$ cat src/rtl/sram_access_sequencer_if.sv
// sram_access_sequencer_if: request/response bus between the memory client and the SRAM sequencer
interface sram_access_sequencer_if #(
  parameter int WORD = 32,
  parameter int ADDR_W = 5
);
  logic req_valid;
  logic req_ready;
  logic req_we;
  logic [ADDR_W-1:0] req_addr;
  logic [WORD-1:0] req_wdata;
  logic rsp_valid;
  logic rsp_err;
  logic [WORD-1:0] rsp_rdata;
  modport master(
    output req_valid, req_we, req_addr, req_wdata,
    input req_ready, rsp_valid, rsp_err, rsp_rdata
  );
  modport slave(
    input req_valid, req_we, req_addr, req_wdata,
    output req_ready, rsp_valid, rsp_err, rsp_rdata
  );
endinterface

$ cat src/rtl/sram_access_sequencer.sv
// sram_access_sequencer: turns one request at a time into precharge/drive/wordline/sense control for a 6T SRAM array
module sram_access_sequencer #(
  parameter int ROWS = 32,
  parameter int WORD = 32,
  parameter int ADDR_W = 5,
  parameter int PRE_CYC = 1,
  parameter int WL_CYC = 2,
  parameter int SENSE_CYC = 1
) (
  input logic clk,
  input logic rst,
  sram_access_sequencer_if.slave bus,
  output logic precharge_en,
  output logic bl_drive_en,
  output logic [WORD-1:0] bl_wdata,
  output logic [ROWS-1:0] wl_sel,
  output logic write_en,
  output logic sense_en,
  input logic [WORD-1:0] sa_dout,
  output logic busy
);
  localparam int MAX_CYC = (PRE_CYC > WL_CYC) ? ((PRE_CYC > SENSE_CYC) ? PRE_CYC : SENSE_CYC)
                                              : ((WL_CYC > SENSE_CYC) ? WL_CYC : SENSE_CYC);
  localparam int CW = $clog2(MAX_CYC + 1);
  localparam logic [ADDR_W:0] ROWS_W = (ADDR_W + 1)'(ROWS);
  typedef enum logic [2:0] {IDLE, PRE, DRIVE, ACCESS, SENSE, HOLD, RECOV} state_t;
  state_t state, state_n;
  logic [CW-1:0] cnt, cnt_n;
  logic we_q, err_q, err_in;
  logic [ADDR_W-1:0] addr_q;
  logic [WORD-1:0] wdata_q, rdata_q;
  logic wl_on;
  assign err_in = {1'b0, bus.req_addr} >= ROWS_W;
  // state, phase counter, latched request and captured read data
  always_ff @(posedge clk) begin
    if (rst) begin
      state <= IDLE;
      cnt <= '0;
      we_q <= 1'b0;
      err_q <= 1'b0;
      addr_q <= '0;
      wdata_q <= '0;
      rdata_q <= '0;
    end else begin
      state <= state_n;
      cnt <= cnt_n;
      if (state == IDLE && bus.req_valid) begin
        we_q <= bus.req_we;
        err_q <= err_in;
        addr_q <= bus.req_addr;
        wdata_q <= bus.req_wdata;
      end
      if (state == SENSE && cnt == '0) rdata_q <= sa_dout;
    end
  end
  // next state; the counter is loaded with (length-1) on entry to each timed phase
  always_comb begin
    state_n = state;
    cnt_n = cnt;
    case (state)
      IDLE: if (bus.req_valid) begin
        state_n = err_in ? RECOV : PRE;
        cnt_n = CW'(PRE_CYC - 1);
      end
      PRE: if (cnt == '0) begin
        state_n = we_q ? DRIVE : ACCESS;
        cnt_n = CW'(WL_CYC - 1);
      end else cnt_n = cnt - 1'b1;
      DRIVE: state_n = ACCESS;
      ACCESS: if (cnt == '0) begin
        state_n = we_q ? HOLD : SENSE;
        cnt_n = CW'(SENSE_CYC - 1);
      end else cnt_n = cnt - 1'b1;
      SENSE: if (cnt == '0) state_n = RECOV;
             else cnt_n = cnt - 1'b1;
      HOLD: state_n = RECOV;
      RECOV: state_n = IDLE;
      default: state_n = IDLE;
    endcase
  end
  assign wl_on = state == ACCESS || state == SENSE;
  assign precharge_en = state == PRE;
  assign write_en = state == ACCESS && we_q;
  assign bl_drive_en = state == DRIVE || state == HOLD || write_en;
  assign bl_wdata = bl_drive_en ? wdata_q : '0;
  assign sense_en = state == SENSE;
  assign wl_sel = wl_on ? ROWS'(1) << addr_q : '0;
  assign busy = state != IDLE;
  assign bus.req_ready = state == IDLE && !rst;
  assign bus.rsp_valid = state == RECOV;
  assign bus.rsp_err = state == RECOV && err_q;
  assign bus.rsp_rdata = rdata_q;
endmodule
$ cat src/flat_wrapper.sv
// flat-port wrapper written by rule: the top's interface ports become plain ports
module sram_access_sequencer_flat 
#(
  parameter int ROWS = 32,
  parameter int WORD = 32,
  parameter int ADDR_W = 5,
  parameter int PRE_CYC = 1,
  parameter int WL_CYC = 2,
  parameter int SENSE_CYC = 1
)
  (clk, rst, precharge_en, bl_drive_en, bl_wdata, wl_sel, write_en, sense_en, sa_dout, busy, bus_req_valid, bus_req_we, bus_req_addr, bus_req_wdata, bus_req_ready, bus_rsp_valid, bus_rsp_err, bus_rsp_rdata);
  sram_access_sequencer_if #(.WORD(WORD), .ADDR_W(ADDR_W)) bus_i ();
  input logic clk;
  input logic rst;
  output logic precharge_en;
  output logic bl_drive_en;
  output logic [WORD-1:0] bl_wdata;
  output logic [ROWS-1:0] wl_sel;
  output logic write_en;
  output logic sense_en;
  input logic [WORD-1:0] sa_dout;
  output logic busy;
  input wire logic [$bits(bus_i.req_valid)-1:0] bus_req_valid;
  input wire logic [$bits(bus_i.req_we)-1:0] bus_req_we;
  input wire logic [$bits(bus_i.req_addr)-1:0] bus_req_addr;
  input wire logic [$bits(bus_i.req_wdata)-1:0] bus_req_wdata;
  output wire logic [$bits(bus_i.req_ready)-1:0] bus_req_ready;
  output wire logic [$bits(bus_i.rsp_valid)-1:0] bus_rsp_valid;
  output wire logic [$bits(bus_i.rsp_err)-1:0] bus_rsp_err;
  output wire logic [$bits(bus_i.rsp_rdata)-1:0] bus_rsp_rdata;
  assign bus_i.req_valid = bus_req_valid;
  assign bus_i.req_we = bus_req_we;
  assign bus_i.req_addr = bus_req_addr;
  assign bus_i.req_wdata = bus_req_wdata;
  assign bus_req_ready = bus_i.req_ready;
  assign bus_rsp_valid = bus_i.rsp_valid;
  assign bus_rsp_err = bus_i.rsp_err;
  assign bus_rsp_rdata = bus_i.rsp_rdata;
  sram_access_sequencer #(.ROWS(ROWS), .WORD(WORD), .ADDR_W(ADDR_W), .PRE_CYC(PRE_CYC), .WL_CYC(WL_CYC), .SENSE_CYC(SENSE_CYC)) u_core (.clk(clk), .rst(rst), .bus(bus_i), .precharge_en(precharge_en), .bl_drive_en(bl_drive_en), .bl_wdata(bl_wdata), .wl_sel(wl_sel), .write_en(write_en), .sense_en(sense_en), .sa_dout(sa_dout), .busy(busy));
endmodule
$ cat config.mk
export PLATFORM = sky130hd
export DESIGN_NAME = sram_access_sequencer_flat
export DESIGN_NICKNAME = d
export VERILOG_FILES = /design/src/rtl/sram_access_sequencer_if.sv /design/src/rtl/sram_access_sequencer.sv /design/src/flat_wrapper.sv
export SDC_FILE = /design/constraint.sdc
export NUM_CORES = 1
export LEC_CHECK = 0
export BUFFER_PORTS_ARGS = -buffer_cell sky130_fd_sc_hd__buf_2
export CAP_MARGIN = 20
export CORE_MARGIN = 1
export CORE_UTILIZATION = 45
export CTS_CLUSTER_DIAMETER = 100
export CTS_CLUSTER_SIZE = 28
export DETAILED_ROUTE_END_ITERATION = 12
export GPL_ROUTABILITY_DRIVEN = 1
export PLACE_DENSITY = 0.86
export SYNTH_ARGS = -nofsm -noshare
export SYNTH_HDL_FRONTEND = slang
export SYNTH_SLANG_ARGS = --single-unit
export TNS_END_PERCENT = 50
$ cat constraint.sdc
create_clock -name clk -period 2.5 [get_ports clk]
set_input_delay 0.25 -clock clk [delete_from_list [all_inputs] [get_ports clk]]
set_output_delay 0.25 -clock clk [all_outputs]
set_load 0.005 [all_outputs]
# ---- Word level (Yosys, flattened, before mapping)
# Index checks and enable logic that the tools add are counted.
dict set report word_totals {
  register_bits 75
  in_bits 73
  output_inout_bits 104
  elab_cells 47
}
dict set report op_classes {
  add_sub_neg 1
  eq_ne 11
  shifts 1
  n_mux 14
  n_reduce_logical 14
}
# cell n
set ops {}
lappend ops {{$mux W32} 2}
lappend ops {{$shl A1 B5 Y32 const A} 1}
lappend ops {{$pmux W3 S6} 1}
lappend ops {{$mux W3} 4}
lappend ops {{$eq A3 B3 Y1 const B} 3}
lappend ops {{$mux W2} 4}
lappend ops {{$pmux W2 S4} 1}
lappend ops {{$eq A3 B2 Y1 const B} 2}
lappend ops {{$ne A2 B1 Y1 const B} 3}
lappend ops {{$logic_and A1 B1 Y1} 4}
lappend ops {{$ne A2 B2 Y1 const B} 2}
lappend ops {{$reduce_and A4 Y1} 1}
lappend ops {{$reduce_bool A4 Y1} 1}
lappend ops {{$eq A3 B1 Y1 const B} 1}
lappend ops {{$logic_not A3 Y1} 1}
lappend ops {{$logic_or A1 B1 Y1} 3}
lappend ops {{$reduce_and A3 Y1} 1}
lappend ops {{$reduce_bool A3 Y1} 1}
lappend ops {{$logic_not A2 Y1} 1}
lappend ops {{$mux W1} 2}
lappend ops {{$sub A2 B1 Y2 const B} 1}
lappend ops {{$logic_not A1 Y1} 1}

# ---- Logic depth before layout (Yosys ltp)
# Gate-level depths: netlist (run 1).
dict set report depth {
  ltp_word 4
  ltp_mapped 7
}

# ---- Least setup slack after synthesis (run 1)
# Ideal clock, no wire load.
dict set report synth_timing {
  path_kind {register to output}
  from {reg u_core.state[1]}
  to {out wl_sel[8]}
  t_arrival_ns 1.189
  slack_ns 1.061
  path_stages_with_launch 6
  n_path_buf 1
  path_cell_list {dfxtp_1 buf_6 and3b_2 o21ba_2 nand2b_2 nor3_1}
}
dict set report synth_via {
  elab_chain_cells 3
  elab_cells_between_ends 4
  classes_between {eq/ne (2); mux (1); reduce/logical (1)}
}
# item line_no
set synth_lines {}
lappend synth_lines {{start, declared} sram_access_sequencer.sv:27} ;# state_t state, state_n;
lappend synth_lines {{start signal, assigned} sram_access_sequencer.sv:45} ;# state <= state_n;
lappend synth_lines {{$eq A3 B2 Y1 or $eq A3 B3 Y1 (tied branches)} sram_access_sequencer.sv:81} ;# assign wl_on = state == ACCESS || state == SENSE;
lappend synth_lines {{$logic_or A1 B1 Y1 *} sram_access_sequencer.sv:81}
lappend synth_lines {{$mux W32 *} sram_access_sequencer.sv:87} ;# assign wl_sel = wl_on ? ROWS'(1) << addr_q : '0;
lappend synth_lines {{end, declared} flat_wrapper.sv:18} ;# output logic [ROWS-1:0] wl_sel;
# Every way passes the cells marked *; elsewhere a longest branch is shown, timed or not.

# ---- Worst setup path after layout (run 1)
dict set report layout_timing {
  from {reg u_core.state[0]}
  to {out bl_wdata[15]}
}
dict set report layout_via {
  elab_chain_cells 4
  elab_cells_between_ends 7
  classes_between {eq/ne (3); mux (1); reduce/logical (3)}
}
# item line_no
set layout_lines {}
lappend layout_lines {{$eq A3 B2 Y1 (tied with other cells)} sram_access_sequencer.sv:84} ;# assign bl_drive_en = state == DRIVE || state == HOLD || write_en;
lappend layout_lines {{$logic_or A1 B1 Y1 or $logic_and A1 B1 Y1 (tied branches)} {sram_access_sequencer.sv:84, sram_access_sequencer.sv:83}}
lappend layout_lines {{$logic_or A1 B1 Y1 *} sram_access_sequencer.sv:84}
lappend layout_lines {{$mux W32 *} sram_access_sequencer.sv:85} ;# assign bl_wdata = bl_drive_en ? wdata_q : '0;
lappend layout_lines {{end, declared} flat_wrapper.sv:17} ;# output logic [WORD-1:0] bl_wdata;
# Marked as above.

==> impl.org, run 1 <==
** STA
- The final number of hold-violating endpoints is 0.
- Worst setup skew after layout :: 0.00886 ns
- At the pin with the least slew margin, the transition time is 0.611 ns.
- The worst path needs 2.34 ns of the cycle, external delays included.
- Derived from the worst setup path, the maximum achievable clock frequency is about 430 MHz.
- In this run the tightest slew margin relative to its limit is 59.1%.
- Setup violations remaining at the end of the flow were counted as 0.
- Setup repair after global routing left no endpoint under its margin.
- The number of slew-limit violations in the final report is 0.
- Final clock period utilization by the worst path :: 93.8%
- Setup total negative slack on the finished layout was measured at 0 ns.
- Worst setup margin :: 0.156 ns

** Floorplanning
- Std-Cell Core Area :: roughly 7300 um2
- The floorplan step set the die height to 89.5 um.
- Initial standard-cell utilization of the core :: between 40% and 50%
- Top-level I/O count :: 177
- The floorplan step defined a die boundary enclosing 8020 um2.
- From left edge to right edge, the die measures 89.5 um.
- # rows :: 31

** Pwr
- Power spent charging and discharging nets :: 864 uW
- Relative contribution of sequential cells to total power :: ~45%
- Combinational cell fraction of total power :: 19.6%
- In this run the power density over the cells is roughly 680 nW/um2.
- Internal power component :: 2.19 mW
- Clock group share of total power :: between 30% and 40%
- Net switching is 28.3% of the power.
- The analysis attributes to cell leakage a power of 2.09 nW.
- IR analysis of the VDD net gives a maximum drop of between 0.0004 and 0.0005 V.

** Worst setup path
- The worst register-to-register path begins at u_core.state[2].
- Kind of start point of the critical path :: register
- The critical path in this run is classified as register to output pin.
- STA puts the critical path data arrival time at roughly 2.1 ns.
- R2r setup slk :: 0.85 ns
- STA puts the critical path data required time at about 2.3 ns.
- Endpoint of the worst-slack reg-to-reg timing path :: u_core.bus.rsp_rdata[9]
- The worst setup path is captured at an output pin.
- Critical Path Fanout Max :: 33
- The number of cells on the worst reg-to-reg path is 5.
- Slowest Stage Delay on Critical Path :: 0.63 ns
- On the critical path, the stage with the largest delay is an instance of dfxtp_1.
- List of cells traversed by the critical path :: inv_1, o21ai_0, o21ai_4, and2_1, buf_2

** Clock network
- TritonCTS built the clock tree.
- In this run the number of H-tree levels came out at 3.
- The tree built by TritonCTS fans out to 75 sinks.
- Buffer levels on the longest clock path :: 2
- Number of buffers added by the clock tree synthesis step :: 9
- Clock latency on the worst-skew pair, taken at its later pin, is approximately 0.34 ns.
- Register clock-pin slew on the reported worst setup and hold paths :: 0.07 ns
- Post-CTS timing repair inserted 0 buffers for setup.
- Root buffer selected by CTS :: clkbuf_8

** Yosys
- Synth Instances :: 455
- Of all cell types, the one taking the most synthesized area is dfxtp_1.
- Sequential elements use 43.5% of the synthesized area.
- The synthesized netlist contains 41 unique library cells.
- Fraction of synthesized cell area taken by the top area cell type :: between 40 and 50%
- Mean instance size in the synthesized netlist :: approximately 7.6 um2
- Synth warnings :: 0
- The synthesized netlist occupies a cell area of 3450 um2.
- Post-synthesis net count :: 531
- Synthesis inferred 75 register bits.
- Cell types occupying the most area after synthesis :: dfxtp_1 44%, nand2_1 17%, a21oi_1 9.4%

** Final layout
- At the end of the flow, the number of nets in the layout was 690.
- Final design instance area without fill :: 4490 um2
- The multi-input combinational cells in the finished layout cover a total of 1690 um2.
- Fill cell count :: 694
- Most frequent standard cell in the layout excluding fill and tap cells :: buf_2
- Final instance count without filler cells :: 717
- Fraction of layout cells with a size suffix above 1 :: between 30 and 40%
- Sequential standard cell area :: 1500 um2
- In the layout the commonest cells are 175 x buf_2, 152 x nand2_1, 74 x dfxtp_1.
- Once layout is complete, the utilization of the core stands at 61.3%.
- The repair_antennas step left the layout with diodes totalling 0.
- Synthesis-to-layout area growth :: 30.3%

** GRT
- The via count of the first global-routing pass came to 3014.
- Global-route congestion overflow total :: 0
- Entering global routing, the biggest net connects 39 pins.
- First-pass GRT wire length :: approximately 13000 um
- Across every metal layer, demand over resource in global routing totals a little over a fifth.
- Initial antenna violation count :: 1

** Outcome
- The flow ran to the end, and the final reports show no timing, DRC or antenna violations.

** Worst hold path
- In this run the worst hold path is classified as primary input to register.
- The startpoint identified for the worst hold timing path is sa_dout[21].
- Hold-critical path depth :: 3
- The path with the worst hold slack has its endpoint at u_core.bus.rsp_rdata[21].

** Routing
- Drt pass-1 iters :: 4
- DR vias :: 3490
- After detailed routing, the number of vias per cell comes to ~4.9.
- After detailed routing, the number of remaining DRC violations is 0.
- After the first detailed-routing iteration, the DRC count stood at around 220.
- In the final routed layout, each cell accounts on average for 12.2 um.
- The final layout contains routed wiring with a total length of 8740 um.
- Detail Route Antenna Nets :: 0

** Place
- Post-placement worst setup slack :: 0.422 ns
- Final RePlAce weighted congestion :: 0.814
- Summing all placed instances gives a cell area of between 4000 and 5000 um2.
- Detailed placement ended at an HPWL of 6440 um.
- Input/output buffers :: ~180
- Cells after DPL :: 702

** Run
- Max-cap violations in this run came to 0.
[worst max-delay path, delay by kind of cell, from the launching register on]
kind,cells,cell delay [ns]
AOI/OAI and AO/OA,2,0.58
DFF,1,0.63
and+or+nand+nor,1,0.24
buffers and inverters,2,0.30
[logic make-up after synthesis]
family | share of synthesized area, %
AOI/OAI and AO/OA | 14.4
adders and majority gates | 1.09
buffers and inverters | 7.73
DFF | 43.5
other | 0.109
and+or+nand+nor | 33.1
[per-layer routing]
metal | vias up | track usage, % | part of all wire, %
li1 | 1777 | - | -
met1 | 1561 | 23.5 | 41
met2 | 129 | 38.2 | 49
met3 | 23 | 5.72 | 7.3
met4 | 0 | 10.4 | 2.6
met5 | - | 0 | 0
[how the worst max path moves through the flow]
stage                         endpoint  slack, ns       startpoint
final                     bl_wdata[15]       0.16  u_core.state[0]
after global routing       bl_wdata[6]       0.02  u_core.state[0]
after CTS                  bl_wdata[6]       0.03  u_core.state[0]
after detailed placement   bl_wdata[6]       0.42  u_core.state[0]
after global placement    bl_wdata[26]       0.57  u_core.state[0]
after floorplan              wl_sel[8]       1.06  u_core.state[1]
[final cells by class]
class	count	area share (%)
sequential	75	33.5
inverter	5	0.418
timing repair buffer	182	20.7
multi-input combinational	341	37.6
tap	99	2.76
clock inverter	5	2.28
clock buffer	10	2.84
[per-stage QoR]
stage	hold slack [ns]	power (mW)
6_report	0.139	3.05
5_1_grt	0.132	3.22
4_1_cts	0.122	3.08
3_5_place_dp	0.446	2.00
3_3_place_gp	0.439	1.97
2_1_floorplan	0.340	1.86
[cells in the mapped netlist, drive strengths merged]
library cell  instances
buf                  20
a2111oi               1
nor3                 10
a21oi                73
inv                   5
nand2               154
and3                  1
nand3b                1
and3b                 1
o21ba                 1
nor2b                 2
a31oi                 1
nor3b                 1
nor2                 32
o21ai                 5
clkbuf               14
o32ai                 1
conb                  1
nand3                 5
dfxtp                75
o22a                  1
o21a                  2
a32o                  1
nand2b                8
ha                    3
and2                 35
o22ai                 1
[repair_timing]
| item | 4_1_cts | 5_1_grt |
|---|---|---|
| resized for setup | 0 | 2 |
| endpoints found under the setup margin | 0 | 33 |
| endpoints found under the hold margin | 0 | 0 |
| hold buffers | 0 | 0 |
[registers in the layout (all words and copies together), names as in the netlist]
register / flops
u_core.bus.rsp_rdata: 32
u_core.we_q: 1
u_core.cnt: 2
u_core.addr_q: 5
u_core.state: 3
u_core.wdata_q: 32
[power groups by stage]
stage	registers (mW)	logic [mW]	clock network [mW]
global placement	1.40	0.573	0
CTS	1.37	0.600	1.11
floorplan	1.37	0.493	0
finish	1.38	0.600	1.08
global route	1.39	0.670	1.16
detailed placement	1.40	0.598	0
Note: power is estimated with default switching activity, not from simulation.
==> run 2: changes to the inputs <==
--- a/config.mk
+++ b/config.mk
@@ -5,6 +5,7 @@
 export SDC_FILE = /design/constraint.sdc
 export NUM_CORES = 1
 export LEC_CHECK = 0
+export ABC_AREA = 1
 export BUFFER_PORTS_ARGS = -buffer_cell sky130_fd_sc_hd__buf_2
 export CAP_MARGIN = 20
 export CORE_MARGIN = 1
@@ -12,8 +13,8 @@
 export CTS_CLUSTER_DIAMETER = 100
 export CTS_CLUSTER_SIZE = 28
 export DETAILED_ROUTE_END_ITERATION = 12
-export GPL_ROUTABILITY_DRIVEN = 1
-export PLACE_DENSITY = 0.86
+export GPL_ROUTABILITY_DRIVEN = 0
+export PLACE_DENSITY = 0.87
 export SYNTH_ARGS = -nofsm -noshare
 export SYNTH_HDL_FRONTEND = slang
 export SYNTH_SLANG_ARGS = --single-unit
==> run 2 against run 1 <==
Net effect:
- final cell count increased by 2.8%
- total power is 3.2% lower
- global-route usage decreased by 0.063 points
- clock skew is 0.0057 ns higher
- critical path depth increased by 2
- first-iteration DRC count is 27% lower
- hold slack improved by 0.033 ns
- sequential power barely moved
- design area is 2.1% lower
- critical path type unchanged
==> impl.org, run 2 <==
** Outcome
- Outcome :: finished clean

** STA
- Shortest period the worst path allows :: ~2.2 ns
- Total negative slack :: 0 ns
- Final hold vios :: 0
- The number of slew-limit violations in the final report is 0.
- Final clock period utilization by the worst path :: 88.2%
- Worst slew pin tran :: 0.598 ns
- Setup repair after global routing missed its margin :: false
- Worst relative slew slack :: 60.1%
- For the final database, setup skew stands at 0.0145 ns.
- Setup-violating endpoint count in the final report :: 0
- Timing-limited maximum frequency :: 454 MHz

** Yosys
- Counting every instance in the synthesized netlist gives approximately 480.
- The share of the Yosys chip area taken by registers is 44.2%.
- Commonest register cell after synthesis :: dfxtp_1
- Synth warnings :: 0
- The top cell type by area accounts for 44.2% of the synthesized area.
- Number of enable flip-flop cells after synthesis :: 0
- Biggest area consumer among synthesized cells :: dfxtp_1
- Each instance of the synthesized netlist takes up on average 7.12 um2.
- Post-synthesis net count :: 553
- Proportion of register bits with asynchronous set or reset after synthesis :: 0%
- FF+latch count, synth :: 75
- The netlist uses 24 different library cells.
- The commonest cells after synthesis are 75 x a21oi_1, 75 x dfxtp_1, 72 x nor2_1.
- Ranked by total cell area, the synthesized netlist is headed by dfxtp_1 44%, a21oi_1 11%, nand3_1 8.1%.
- After synthesis the cells add up to ~3400 um2.

** Clock network
- Buffers inserted during clock tree synthesis total 9.
- TritonCTS built the clock tree.
- The tree is rooted in a clkbuf_8.
- Buffer levels on the longest clock path :: 2
- Gates resized, CTS repair :: 0
- Post-cts hold buffer count :: 0
- Buffers inserted during post-CTS setup optimization :: 0
- Clock Sinks :: between 70 and 80
- Number of levels the H-tree was split into :: 3
- For the worst-skew pair, the clock arrives at the later sink with an insertion delay of 0.34 ns.
- After clock tree synthesis, the clock-pin slew on the worst setup and hold paths is ~0.080 ns.

** Place
- The HPWL after detailed placement is 6390 um.
- The number of placed instances, taps included, is roughly 720.
- The count of buffers added on input and output ports is roughly 180.
- Post-place instance area :: 4220 um2

** Worst setup path
- Worst Setup End Kind :: output pin
- Arrival time of data at the critical path endpoint :: 1.95 ns
- Kind of start point of the critical path :: register
- At the worst endpoint, the required time is ~2.3 ns.
- Of all nets on the critical path, the largest fanout is 33.
- The critical path in this run is classified as register to output pin.

** GRT
- Across every metal layer, demand over resource in global routing totals approximately a fifth.
- The first global-routing pass estimated about 13000 um of wire.
- Global-route congestion overflow total :: 0
- The number of antenna violations at the first check in global routing is 0.
- The via count of the first global-routing pass was just over 3000.
- Entering global routing, the biggest net connects 77 pins.

** Routing
- DR vias :: 3681
- The first TritonRoute pass finished after 4 iterations.
- Final routed wirelength across all metal layers :: approximately 8900 um
- In the routed design, unresolved DRC markers number 0.
- In the routed layout, each cell is associated on average with a via count of between 4 and 5.
- Wire length per cell :: 12.1 um
- After the first detailed-routing iteration, the DRC count stood at 158.
- Detail Route Antenna Nets :: 0

** Final layout
- Final design instance area without fill :: 4400 um2
- Highest-count cells in the layout ignoring fill and taps :: 175 x buf_2, 75 x a21oi_1, 75 x dfxtp_1
- After filler insertion, the fill cell instance count of the layout stands at 676.
- 0 antenna diodes ended up in the layout.
- Synthesis-to-layout area growth :: 29.5%
- Most frequent standard cell in the layout excluding fill and tap cells :: buf_2
- The count of cells in the finished layout, fillers not included, comes to 737.
- Number of nets in the layout :: 709
- Fraction of layout cells with a size suffix above 1 :: 33.1%

** Pwr
- Leakage power figure :: about 2.1 nW
- Final Power :: a little under 3 mW
- Max IR drop VDD :: approximately 0.00036 V
- In this run the power density over the cells is 672 nW/um2.

** Worst hold path
- Hold WC Path Type :: primary input to register

** Floorplanning
- The floorplan has 31 rows.
- Die W :: 88.9 um
- The core region is 7290 um2.
- In this run the vertical extent of the chip is 88.9 um.
- During I/O placement, the number of pins put on the boundary was 177.
- For this configuration, the core starts out at a cell density of 46.6%.
- Die area :: 7900 um2

** Run
- # Max-Cap Violations :: 0
-- run 2: cell types whose count changed after synthesis, moves of 7 or more --
cell,before,now
nor2_1,32,72
inv_1,5,44
a21oi_1,65,75
and2_1,34,0
o21ai_0,4,39
nand2_1,152,58
nand3_1,4,55
nand2b_1,7,0
a21oi_2,8,0
-- run 2: path summary, 6_finish.rpt --
path                           start                       to  slack [ns]  depth (start not counted)
setup reg to reg     u_core.state[2]        u_core.wdata_q[6]        0.82                          5
setup / recovery     u_core.state[1]             bl_wdata[20]        0.30                          7
hold / removal            sa_dout[0]  u_core.bus.rsp_rdata[0]        0.17                          3
hold reg to reg   u_core.wdata_q[31]       u_core.wdata_q[31]        0.46                          2
-- run 2: final cells by class --
cell class	instances	area, um2	area share, %
clock buffer	9	124	2.82
inverter	48	180	4.10
timing repair buffer	181	921	20.9
clock inverter	7	57.6	1.31
multi-input combinational	318	1490	33.9
sequential	75	1500	34.1
tap	99	124	2.82
-- run 2: cells by family after synthesis --
group                    count (synthesis)  synth area share (%)
AO/OA/AOI/OAI                          114                  16.8
adder cells (fa/ha/maj)                  3                  1.10
buffers and inverters                   84                  11.9
flip-flops                              75                  44.2
other                                    1                 0.110
AND/OR/NAND/NOR                        200                  25.9
-- run 2: stage by stage --
stage	hold slack, ns	utilization, %	setup slack (ns)
floorplan	0.410	-	1.10
global placement	0.438	57.8	0.783
detailed placement	0.445	57.8	0.656
CTS	0.152	60.3	0.282
global route	0.157	60.3	0.141
finish	0.173	60.3	0.295
-- run 2: worst max-delay path, stage by stage (launching register included) --
cell and delay [ns]:
dfxtp_1 0.56, inv_1 0.17, nand2_1 0.11, nor2_1 0.07, nor3_4 0.15, buf_4 0.35
nor2_1 0.07, buf_2 0.14
-- run 2: report_power, final --
part / internal [mW] / total (mW) / switching, mW
Clock: 0.376 / 0.856 / 0.480
Combinational: 0.244 / 0.705 / 0.461
Sequential: 1.32 / 1.39 / 0.0716
-- run 2: metal layers --
layer / vias up / share of wire (%) / track usage, %
met5: - / 0 / 0
met4: 0 / 0.74 / 6.89
met3: 10 / 9.5 / 6.37
met2: 169 / 48 / 38.3
met1: 1655 / 42 / 24.3
li1: 1847 / - / -
==> run 3: changes to the inputs <==
--- a/config.mk
+++ b/config.mk
@@ -9,12 +9,12 @@
 export BUFFER_PORTS_ARGS = -buffer_cell sky130_fd_sc_hd__buf_2
 export CAP_MARGIN = 20
 export CORE_MARGIN = 1
-export CORE_UTILIZATION = 45
+export CORE_UTILIZATION = 30
 export CTS_CLUSTER_DIAMETER = 100
 export CTS_CLUSTER_SIZE = 28
 export DETAILED_ROUTE_END_ITERATION = 12
 export GPL_ROUTABILITY_DRIVEN = 0
-export PLACE_DENSITY = 0.87
+export PLACE_DENSITY = 0.64
 export SYNTH_ARGS = -nofsm -noshare
 export SYNTH_HDL_FRONTEND = slang
 export SYNTH_SLANG_ARGS = --single-unit
==> run 3 against run 2 <==
Net effect:
- highest routed layer unchanged
- largest power group unchanged
- sequential cell count unchanged
- clock-buffer cell count increased by 3
- combinational power about the same
- non-clock buffer count decreased by 1
==> impl.org, run 3 (synthesized netlist as in run 2, its figures left out) <==
** Final layout
- 0 antenna diodes ended up in the layout.
- The finished cells cover 4560 um2.
- Number of nets in the layout :: 708
- Most frequent standard cell in the layout excluding fill and tap cells :: buf_2
- Highest-count cells in the layout ignoring fill and taps :: 175 x buf_2, 75 x a21oi_1, 75 x dfxtp_1
- Fraction of layout cells with a size suffix above 1 :: 32.7%
- Synthesis-to-layout area growth :: 34.1%

** Worst setup path
- For this run, the slowest stage of the critical path takes between 0.5 and 0.6 ns.
- Start-to-end type of the worst setup path :: register to output pin
- Walking the worst path, the cells encountered are inv_1, nand2_1, nor2_1, nor3_4, buf_4, nor2_1, buf_2.
- Counting both buffers and inverters, the worst setup path holds a total of 3.
- Worst path most repeated cell :: nor2_1
- Data on the critical path is required at its endpoint by 2.25 ns.
- STA classifies the critical path startpoint as a register.
- In this run the worst path has a maximum fanout of 33.
- The slowest stage of the critical path belongs to the cell dfxtp_1.
- The worst setup path is captured at an output pin.
- STA puts the critical path data arrival time at 1.95 ns.
- Grouping stages by cell kind, the critical path spends the most delay in buffers and inverters.

** Routing
- Vias per cell :: roughly 4.7
- Drt pass-1 iters :: 4
- Detail Route Antenna Nets :: 0
- After detailed routing, the number of remaining DRC violations is 0.
- In the final routed layout, each cell accounts on average for 11.5 um.
- The detailed router finished its first iteration with 341 violations.
- Final routed wirelength across all metal layers :: 8940 um
- The routed layout has 3617 vias.

** STA
- Final hold vios :: 0
- Timing-limited maximum frequency :: approximately 450 MHz
- Setup repair after global routing left no endpoint under its margin.
- Hold timing on the final database bottoms out at a slack of 0.187 ns.
- Setup-violating endpoint count in the final report :: 0
- For the final routed database, the setup TNS stands at 0 ns.
- The clock arrives with 0.00490 ns of skew.
- Pins over their slew limit :: 0
- For the pin with the worst max-slew slack, the measured transition is 0.668 ns.
- The worst pin sits at a relative slew slack of roughly 55%.
- The worst path uses 88.1% of the clock period.
- The routed design could run at a clock period as short as 2.20 ns.

** GRT
- The total overflow left after global routing is 0.
- The via count of the first global-routing pass was 3155.
- The first global-routing pass estimated approximately 14000 um of wire.
- The number of antenna violations at the first check in global routing is 0.
- Entering global routing, the biggest net connects just under 80 pins.
- In the global route stage, overall resource usage came out at 14.8%.

** Floorplanning
- Pin placement for this block handled 177 I/O pins.
- The core region is 10900 um2.
- Vertical die dimension :: 108 um
- Die area :: 11800 um2
- From left edge to right edge, the die measures 108 um.
- Row generation in the floorplan step produced 38 rows.
- Initial standard-cell utilization of the core :: between 30 and 40%

** Place
- Post-place instance area :: 4260 um2
- Detailed placement ended at an HPWL of 6280 um.
- Input/output buffers :: 175

** Clock network
- TritonCTS built the clock tree.
- In this run, CTS created clock tree buffers numbering 9.
- The clock reaches the later pin of the worst-skew pair after approximately 0.32 ns.
- Gates resized, CTS repair :: 0
- Register clock-pin slew on the reported worst setup and hold paths :: 0.06 ns
- Buffers inserted during post-CTS setup optimization :: 0
- The clock passes through at most 2 buffers.
- The clock tree synthesis step divided the H-tree into 3 levels.
- Clock tree synthesis selected as its root buffer the cell clkbuf_16.
- In this run, post-CTS hold repair placed 0 buffers.
- CTS saw 75 sinks.

** Pwr
- Leakage power figure :: between 2 and 2.5 nW
- IR analysis of the VDD net gives a maximum drop of approximately 0.00038 V.
- Power spread over the standard cell area amounts to roughly 740 nW/um2.

** Outcome
- The run finished with clean final reports.

** Run
- Across the run, the number of max-cap violations was 0.

** Worst hold path
- Hold WC Path Type :: primary input to register
-- run 3: metal layers --
metal  share of wire [%]  global-route usage [%]
met1                  46                    17.9
met5                   0                       0
met3                 9.7                    6.15
met2                  43                    24.3
met4                0.71                    3.76
-- run 3: worst paths after layout --
kind	start	endpoint	slack, ns	depth (start not counted)
worst max-delay path	u_core.state[1]	bl_wdata[30]	0.30	7
worst min-delay path	sa_dout[19]	u_core.bus.rsp_rdata[19]	0.19	3
worst max register to register	u_core.state[2]	u_core.wdata_q[27]	0.81	5
worst min register to register	u_core.wdata_q[10]	u_core.wdata_q[10]	0.45	2
-- run 3: stage by stage --
stage	utilization [%]	instances	setup WS (ns)	power [mW]
CTS	41.7	777	0.285	3.43
detailed placement	39.0	761	0.657	2.13
finish	41.7	777	0.298	3.37
global placement	39.0	761	0.761	2.11
global route	41.7	777	0.139	3.58
floorplan	-	477	1.10	1.94
-- run 3: layout make-up --
type / instances / area [um2]
fillers: 1110 / 6380
clock inverters: 4 / 50.0
flip-flops and latches: 75 / 1500
well taps: 140 / 175
inverters: 48 / 180
multi-input cells: 318 / 1490
clock buffers: 12 / 246
repair buffers: 180 / 913
-- run 3: power by group --
part | switching [mW] | total, mW | internal [mW]
logic | 0.459 | 0.702 | 0.243
registers | 0.0706 | 1.40 | 1.32
clock network | 0.474 | 1.27 | 0.799
-- run 3: worst min-delay path, cell delays in order --
cell	delay (ns)
buf_2	0.09
nand3_1	0.07
a21oi_1	0.05
